$ cat src/rtl/ws2812_ctrl_if.sv
// Picosoc iomem bus bundle between the CPU side (master) and ws2812_ctrl (slave).
// Signals: iomem_valid/iomem_wstrb/iomem_addr/iomem_wdata driven by the master;
// iomem_ready/iomem_rdata returned by the slave.
interface ws2812_ctrl_if;
  logic        iomem_valid;
  logic        iomem_ready;
  logic [3:0]  iomem_wstrb;
  logic [31:0] iomem_addr;
  logic [31:0] iomem_wdata;
  logic [31:0] iomem_rdata;

  modport master (
    output iomem_valid, iomem_wstrb, iomem_addr, iomem_wdata,
    input  iomem_ready, iomem_rdata
  );

  modport slave (
    input  iomem_valid, iomem_wstrb, iomem_addr, iomem_wdata,
    output iomem_ready, iomem_rdata
  );
endinterface

$ cat src/rtl/ws2812_ctrl.sv
// ws2812_ctrl: iomem-mapped front end for the ws2812 driver's register file.
// Arbitrates the driver write port between CPU PIXEL writes and a fill engine
// and applies a global brightness scale to every pixel sent to the driver.
// Ports:
//   clk, reset         - system clock, synchronous active-high reset
//   bus (slave)        - iomem valid/ready/wstrb/addr/wdata/rdata
//   ws_write           - single-cycle write strobe to the driver
//   ws_led_num         - LED index to the driver
//   ws_rgb_data        - brightness-scaled GRB word to the driver
module ws2812_ctrl #(
  parameter int unsigned NUM_LEDS  = 8,
  parameter logic [31:0] BASE_ADDR = 32'h0300_0000
) (
  input  logic          clk,
  input  logic          reset,
  ws2812_ctrl_if.slave  bus,
  output logic          ws_write,
  output logic [7:0]    ws_led_num,
  output logic [23:0]   ws_rgb_data
);

  localparam int unsigned IDX_W   = 9;
  localparam int unsigned RGB_W   = 24;
  localparam int unsigned DATA_W  = 32;
  localparam logic [IDX_W-1:0] LED_COUNT = IDX_W'(NUM_LEDS);

  localparam logic [3:0] OFF_PIXEL  = 4'h0;
  localparam logic [3:0] OFF_FILL   = 4'h4;
  localparam logic [3:0] OFF_STATUS = 4'h8;
  localparam logic [3:0] OFF_BRIGHT = 4'hC;

  typedef enum logic {ST_IDLE, ST_FILL} state_t;

  state_t              state_q, state_d;
  logic [IDX_W-1:0]    fill_idx_q, fill_idx_d;
  logic [RGB_W-1:0]    fill_rgb_q, fill_rgb_d;
  logic [7:0]          bright_q, bright_d;
  logic                ready_q, ready_d;
  logic [DATA_W-1:0]   rdata_q, rdata_d;
  logic                ws_write_q, ws_write_d;
  logic [7:0]          ws_led_num_q, ws_led_num_d;
  logic [RGB_W-1:0]    ws_rgb_q, ws_rgb_d;

  logic                sel;
  logic                accept;
  logic                is_write;
  logic [3:0]          offset;
  logic [IDX_W-1:0]    pixel_idx;
  logic                pixel_go;
  logic                fill_start;
  logic                busy;

  // One channel: (c * (b + 1)) >> 8; b = 255 is identity, b = 0 is black.
  function automatic logic [7:0] scale_chan(input logic [7:0] c, input logic [7:0] b);
    logic [16:0] prod;
    prod = 17'(c) * 17'({1'b0, b} + 9'd1);
    return 8'(prod >> 8);
  endfunction

  function automatic logic [RGB_W-1:0] scale_rgb(input logic [RGB_W-1:0] c, input logic [7:0] b);
    return {scale_chan(c[23:16], b), scale_chan(c[15:8], b), scale_chan(c[7:0], b)};
  endfunction

  // Request decode; !ready_q blocks re-accepting the request being acked.
  always_comb begin
    sel        = (bus.iomem_addr[31:4] == BASE_ADDR[31:4]);
    accept     = bus.iomem_valid && sel && !ready_q;
    is_write   = |bus.iomem_wstrb;
    offset     = bus.iomem_addr[3:0];
    pixel_idx  = {1'b0, bus.iomem_wdata[31:24]};
    pixel_go   = accept && is_write && (offset == OFF_PIXEL) && (pixel_idx < LED_COUNT);
    fill_start = accept && is_write && (offset == OFF_FILL);
    busy       = (state_q == ST_FILL);
  end

  // State and output registers.
  always_ff @(posedge clk) begin
    if (reset) begin
      state_q      <= ST_IDLE;
      fill_idx_q   <= '0;
      fill_rgb_q   <= '0;
      bright_q     <= 8'hFF;
      ready_q      <= 1'b0;
      rdata_q      <= '0;
      ws_write_q   <= 1'b0;
      ws_led_num_q <= '0;
      ws_rgb_q     <= '0;
    end else begin
      state_q      <= state_d;
      fill_idx_q   <= fill_idx_d;
      fill_rgb_q   <= fill_rgb_d;
      bright_q     <= bright_d;
      ready_q      <= ready_d;
      rdata_q      <= rdata_d;
      ws_write_q   <= ws_write_d;
      ws_led_num_q <= ws_led_num_d;
      ws_rgb_q     <= ws_rgb_d;
    end
  end

  // Next-state: register file, fill FSM and driver-port arbitration.
  always_comb begin
    state_d      = state_q;
    fill_idx_d   = fill_idx_q;
    fill_rgb_d   = fill_rgb_q;
    bright_d     = bright_q;
    ready_d      = accept;
    rdata_d      = '0;
    ws_write_d   = 1'b0;
    ws_led_num_d = ws_led_num_q;
    ws_rgb_d     = ws_rgb_q;

    if (accept) begin
      if (is_write) begin
        if (offset == OFF_BRIGHT) begin
          bright_d = bus.iomem_wdata[7:0];
        end
      end else begin
        case (offset)
          OFF_STATUS: rdata_d = {23'b0, busy, fill_idx_q[7:0]};
          OFF_BRIGHT: rdata_d = {24'b0, bright_q};
          default:    rdata_d = '0;
        endcase
      end
    end

    if (state_q == ST_IDLE) begin
      if (fill_start) begin
        state_d    = ST_FILL;
        fill_idx_d = '0;
        fill_rgb_d = bus.iomem_wdata[23:0];
      end
    end else begin
      if (fill_start) begin
        // Restart in place: new colour, index back to 0, stay in FILL.
        fill_idx_d = '0;
        fill_rgb_d = bus.iomem_wdata[23:0];
      end else if (fill_idx_q == LED_COUNT) begin
        // Last pixel went out on the previous cycle.
        state_d = ST_IDLE;
      end else if (!pixel_go) begin
        ws_write_d   = 1'b1;
        ws_led_num_d = fill_idx_q[7:0];
        ws_rgb_d     = scale_rgb(fill_rgb_q, bright_q);
        fill_idx_d   = fill_idx_q + 9'd1;
      end
    end

    // CPU pixel owns the driver port for its cycle; the fill slot above is skipped.
    if (pixel_go) begin
      ws_write_d   = 1'b1;
      ws_led_num_d = bus.iomem_wdata[31:24];
      ws_rgb_d     = scale_rgb(bus.iomem_wdata[23:0], bright_q);
    end
  end

  assign bus.iomem_ready = ready_q;
  assign bus.iomem_rdata = rdata_q;
  assign ws_write        = ws_write_q;
  assign ws_led_num      = ws_led_num_q;
  assign ws_rgb_data     = ws_rgb_q;

endmodule

$ cat src/flat_wrapper.sv
// flat-port wrapper written by rule: the top's interface ports become plain ports
module ws2812_ctrl_flat 
#(
  parameter int unsigned NUM_LEDS  = 8,
  parameter logic [31:0] BASE_ADDR = 32'h0300_0000
)
  (clk, reset, ws_write, ws_led_num, ws_rgb_data, bus_iomem_valid, bus_iomem_wstrb, bus_iomem_addr, bus_iomem_wdata, bus_iomem_ready, bus_iomem_rdata);
  ws2812_ctrl_if bus_i ();
  input  logic clk;
  input  logic reset;
  output logic ws_write;
  output logic [7:0] ws_led_num;
  output logic [23:0] ws_rgb_data;
  input wire logic [$bits(bus_i.iomem_valid)-1:0] bus_iomem_valid;
  input wire logic [$bits(bus_i.iomem_wstrb)-1:0] bus_iomem_wstrb;
  input wire logic [$bits(bus_i.iomem_addr)-1:0] bus_iomem_addr;
  input wire logic [$bits(bus_i.iomem_wdata)-1:0] bus_iomem_wdata;
  output wire logic [$bits(bus_i.iomem_ready)-1:0] bus_iomem_ready;
  output wire logic [$bits(bus_i.iomem_rdata)-1:0] bus_iomem_rdata;
  assign bus_i.iomem_valid = bus_iomem_valid;
  assign bus_i.iomem_wstrb = bus_iomem_wstrb;
  assign bus_i.iomem_addr = bus_iomem_addr;
  assign bus_i.iomem_wdata = bus_iomem_wdata;
  assign bus_iomem_ready = bus_i.iomem_ready;
  assign bus_iomem_rdata = bus_i.iomem_rdata;
  ws2812_ctrl #(.NUM_LEDS(NUM_LEDS), .BASE_ADDR(BASE_ADDR)) u_core (.clk(clk), .reset(reset), .bus(bus_i), .ws_write(ws_write), .ws_led_num(ws_led_num), .ws_rgb_data(ws_rgb_data));
endmodule
$ cat config.mk
export PLATFORM = sky130hd
export DESIGN_NAME = ws2812_ctrl_flat
export DESIGN_NICKNAME = d
export VERILOG_FILES = /design/src/rtl/ws2812_ctrl_if.sv /design/src/rtl/ws2812_ctrl.sv /design/src/flat_wrapper.sv
export SDC_FILE = /design/constraint.sdc
export NUM_CORES = 1
export LEC_CHECK = 0
export ABC_AREA = 1
export CORE_ASPECT_RATIO = 0.7
export CORE_MARGIN = 4
export CORE_UTILIZATION = 45
export CTS_CLUSTER_SIZE = 25
export DETAILED_ROUTE_END_ITERATION = 8
export SLEW_MARGIN = 25
export SYNTH_ARGS = -nofsm -noshare
export SYNTH_HDL_FRONTEND = slang
export SYNTH_SLANG_ARGS = --single-unit
export TNS_END_PERCENT = 100
$ cat constraint.sdc
create_clock -name clk -period 14.9 [get_ports clk]
set_clock_uncertainty 0.05 [all_clocks]
set_input_delay 2.98 -clock clk [delete_from_list [all_inputs] [get_ports clk]]
set_output_delay 2.98 -clock clk [all_outputs]
set_load 0.005 [all_outputs]
==> key figures <==
STA
  • Post-layout minimum cycle time: 7.19 ns
  • Setup violation total in the final timing report: 0
  • Setup repair after global routing missed its margin: false
  • Worst slew pin tran: 1.08 ns
  • Final worst path period share: 48.2%
  • Worst-case headroom to the max-slew limit: 27.2%
  • Highest clock frequency the design can meet: 139 MHz
  • Number of max-slew violations in the final report: 0
  • Number of endpoints with negative hold slack in the final report: 0
  • Final worst slack: 7.71 ns
  • Setup TNS after final layout: 0 ns

Worst hold path
  • Worst hold path type: register to register
  • Worst Hold Depth: 2

Clocking
  • Root cell of the clock tree: sky130_fd_sc_hd__clkbuf_16
  • Clock transition at the register clock pins on the worst setup and hold paths after CTS: 0.07 ns
  • Post-CTS Resized: 0
  • Number of buffers added by the clock tree synthesis step: 9
  • Clock sink count: 85
  • Number of buffers on the longest clock path: 2
  • Number of H-tree levels: 3
  • TritonCTS clock tree: built
  • Number of hold buffers added after CTS: 0
  • Clock latency on the worst-skew pair: 0.38 ns
  • Post-CTS setup-driven buffer insertion count: 0

Yosys
  • EDFF count, synth: 0
  • Synthesis warning total: 0
  • Cell taking the most area after synthesis: sky130_fd_sc_hd__fa_1
  • Cell count after synthesis: 2575
  • Top cells by instance count after synthesis: sky130_fd_sc_hd__inv_1 (551), sky130_fd_sc_hd__nand2_1 (525), sky130_fd_sc_hd__nor2_1 (461), sky130_fd_sc_hd__fa_1 (240), sky130_fd_sc_hd__ha_1 (195)
  • Sequential area share after synthesis: 9.60%
  • Mean Syn Cell Area: 6.88 um^2
  • Biggest area contributors in the synthesized netlist: sky130_fd_sc_hd__fa_1 (27%), sky130_fd_sc_hd__ha_1 (14%), sky130_fd_sc_hd__inv_1 (12%)
  • Number of distinct library cells after synthesis: 43
  • FFs w/ async S/R, synth: 0%
  • Prevailing post-synth register cell: sky130_fd_sc_hd__dfxtp_1
  • Area share of the largest cell type after synthesis: 27.1%
  • Flop and latch count out of synthesis: 85
  • Combined area of all synthesized cells: 17700 um^2
  • Library cell with the highest instance count after synthesis: sky130_fd_sc_hd__inv_1

Worst setup path
  • Worst endpoint required time: 15.12 ns
  • Endpoint kind of the worst setup timing path: register
  • Kind of start point of the critical path: input port
  • R2R cell count: 25
  • Critical path peak fanout: 7
  • Critical path class: input port to register
  • Arrival time at the worst endpoint: 7.41 ns

Pwr
  • Max IR drop VDD: 0.0563 mV
  • Total power per unit cell area: 27.8 nW/um^2
  • Power share of the clock group: 44.5%
  • Static leakage: 10.9 nW
  • Switching share of total power: 31.0%
  • Switching power summed over all nets: 0.000168 W
  • Power Internal: 0.000374 W
  • Sequential fraction of design power: 41.8%
  • Gate power share: 13.7%

Routing
  • Wire length per cell: 17.5 um
  • Remaining number of nets flagged by the antenna check after routing: 0
  • Post-DR vias/cell: 5.15
  • Total iterations of the first detailed-routing run: 5
  • DR DRC count: 0
  • Sum of routed wire length over all layers: 55800 um
  • Total number of vias: 16387
  • Detailed router's first-iteration violation count: 1244

GRT
  • Global-route wire length before repair: 90600 um
  • Global-route total usage across every layer: 27.0%
  • Antenna violations before repair: 0
  • Residual overflow from global routing: 0
  • Number of global-route vias before repair: 16583
  • Largest net degree at the start of global routing: 49

Die
  • Width of the die: 245 um
  • Ports placed on the boundary: 137
  • Area enclosed by the die boundary: 42700 um^2
  • FP Rows: 60
  • Chip Height: 174 um
  • Initial cell density of the core: 45.8%
  • Placeable core region: 38700 um^2

Final layout
  • Fillers: 3955
  • ANT cells: 0
  • Utilization after layout: 50.5%
  • Layout Nets: 3159
  • Area occupied by registers: 1700 um^2
  • Fraction of final layout cells sized beyond drive strength 1: 2.52%
  • Area of the multi-input gates: 13500 um^2
  • P&R area growth vs syn: 10.2%

Run status
  • Run status: finished clean

Placement
  • DPL Wire Length: 43100 um
  • Routability congestion estimate: 0.909
  • Pre-CTS worst setup slack: 7.38 ns
  • Count of input and output buffers: 113

Run
  • Number of max-cap violations: 0
## stage by stage
stage	hold WS (ns)	power, W	cell area (um^2)	std cells
floorplan	0.411	0.000272	17800	2597
global placement	0.415	0.000304	19200	3169
detailed placement	0.426	0.000305	19200	3169
CTS	0.439	0.000548	19500	3185
global route	0.465	0.000564	19500	3185
finish	0.438	0.000543	19500	3185
## logic make-up (layout without fill, tap and decap cells)
group / after synthesis / count (layout) / share of synthesized area [%]
fa+ha+maj: 435 / 435 / 40.9
xor+xnor: 23 / 23 / 1.14
simple gates: 1174 / 1174 / 27.1
compound gates: 213 / 213 / 6.62
other cells: 1 / 23 / 0.0212
buf+inv: 644 / 705 / 14.6
flops: 85 / 85 / 9.60
## flip-flops by register name (all words and copies together), names as in the netlist
name,cells
u_core.bright_q,8
u_core.bus.iomem_rdata,9
u_core.bus.iomem_ready,1
u_core.busy,1
u_core.fill_idx_q,9
u_core.fill_rgb_q,24
u_core.ws_led_num,8
u_core.ws_rgb_data,24
u_core.ws_write,1
## cell type report
type                            instances  area share (%)
Multi-Input combinational cell       1868            69.2
Inverter                              560            10.8
Sequential cell                        85            8.72
Timing Repair Buffer                  129            6.41
Tap cell                              527            3.38
Clock buffer                            9            1.15
Clock inverter                          7           0.333
## path summary, 6_finish.rpt
path	startpoint	endpoint	slack, ns
worst max-delay path	bus_iomem_wdata[10]	u_core.ws_rgb_data[9]	7.71
worst max register to register	u_core.bright_q[0]	u_core.ws_rgb_data[14]	8.05
worst min register to register	u_core.ws_led_num[1]	u_core.ws_led_num[1]	0.44
worst min-delay path	u_core.ws_led_num[1]	u_core.ws_led_num[1]	0.44
## critical path: stages
cell and delay (ns):
sky130_fd_sc_hd__clkdlybuf4s50_1 0.48, sky130_fd_sc_hd__inv_1 0.27, sky130_fd_sc_hd__nor2_1 0.12, sky130_fd_sc_hd__fa_1 0.53, sky130_fd_sc_hd__fa_1 0.51, sky130_fd_sc_hd__fa_1 0.51
sky130_fd_sc_hd__inv_1 0.05, sky130_fd_sc_hd__fa_1 0.47, sky130_fd_sc_hd__inv_1 0.04, sky130_fd_sc_hd__ha_1 0.33, sky130_fd_sc_hd__nand2_1 0.18, sky130_fd_sc_hd__inv_1 0.08
sky130_fd_sc_hd__a21oi_1 0.14, sky130_fd_sc_hd__nand2_1 0.12, sky130_fd_sc_hd__or2_2 0.29, sky130_fd_sc_hd__nand3_1 0.10, sky130_fd_sc_hd__nand2_1 0.06, sky130_fd_sc_hd__nor2_1 0.09
sky130_fd_sc_hd__nor2_1 0.05
## routing by layer
metal / share of wire [%] / GRT usage, %
met5: 0 / 0
met4: 3.0 / 7.96
met3: 8.7 / 6.52
met2: 42 / 40.5
met1: 46 / 38.6
## placed cells by master (no fill, tap or decap), types with 2 or more instances in the layout
cell type | synthesis | layout
sky130_fd_sc_hd__inv_8 | 0 | 2
sky130_fd_sc_hd__inv_1 | 551 | 550
sky130_fd_sc_hd__nand3_1 | 108 | 107
sky130_fd_sc_hd__nand2_1 | 525 | 525
sky130_fd_sc_hd__o211ai_2 | 8 | 8
sky130_fd_sc_hd__nand2_4 | 2 | 2
sky130_fd_sc_hd__xnor2_1 | 10 | 10
sky130_fd_sc_hd__buf_4 | 28 | 16
sky130_fd_sc_hd__o21a_1 | 3 | 3
sky130_fd_sc_hd__conb_1 | 1 | 23
sky130_fd_sc_hd__o21bai_1 | 3 | 3
sky130_fd_sc_hd__nand2_2 | 3 | 3
sky130_fd_sc_hd__or2_2 | 5 | 5
sky130_fd_sc_hd__nor2_1 | 461 | 461
sky130_fd_sc_hd__and3_1 | 2 | 2
sky130_fd_sc_hd__inv_6 | 0 | 2
sky130_fd_sc_hd__nand4_1 | 2 | 2
sky130_fd_sc_hd__nor4_1 | 10 | 10
sky130_fd_sc_hd__clkinv_4 | 0 | 2
sky130_fd_sc_hd__clkinv_1 | 2 | 2
sky130_fd_sc_hd__and2_1 | 2 | 2
sky130_fd_sc_hd__nor3_1 | 12 | 12
sky130_fd_sc_hd__o22ai_1 | 8 | 8
sky130_fd_sc_hd__ha_1 | 195 | 195
sky130_fd_sc_hd__nand3b_1 | 33 | 33
sky130_fd_sc_hd__o21ai_0 | 66 | 66
sky130_fd_sc_hd__a21o_1 | 6 | 6
sky130_fd_sc_hd__nand3_2 | 3 | 4
sky130_fd_sc_hd__clkdlybuf4s50_1 | 0 | 113
sky130_fd_sc_hd__nor2_2 | 2 | 2
sky130_fd_sc_hd__dfxtp_1 | 85 | 85
sky130_fd_sc_hd__o21ai_1 | 18 | 18
sky130_fd_sc_hd__clkbuf_16 | 0 | 9
sky130_fd_sc_hd__xor2_1 | 13 | 13
sky130_fd_sc_hd__fa_1 | 240 | 240
sky130_fd_sc_hd__inv_2 | 7 | 8
sky130_fd_sc_hd__a21oi_1 | 98 | 98
## power by group through the flow
stage               sequential, W  combinational (W)  clock, W
floorplan                0.000232          0.0000396         0
global placement         0.000232          0.0000718         0
detailed placement       0.000232          0.0000728         0
CTS                      0.000227          0.0000732  0.000248
global route             0.000227          0.0000826  0.000255
finish                   0.000227          0.0000743  0.000242
Power figures use the tool's default switching activity.
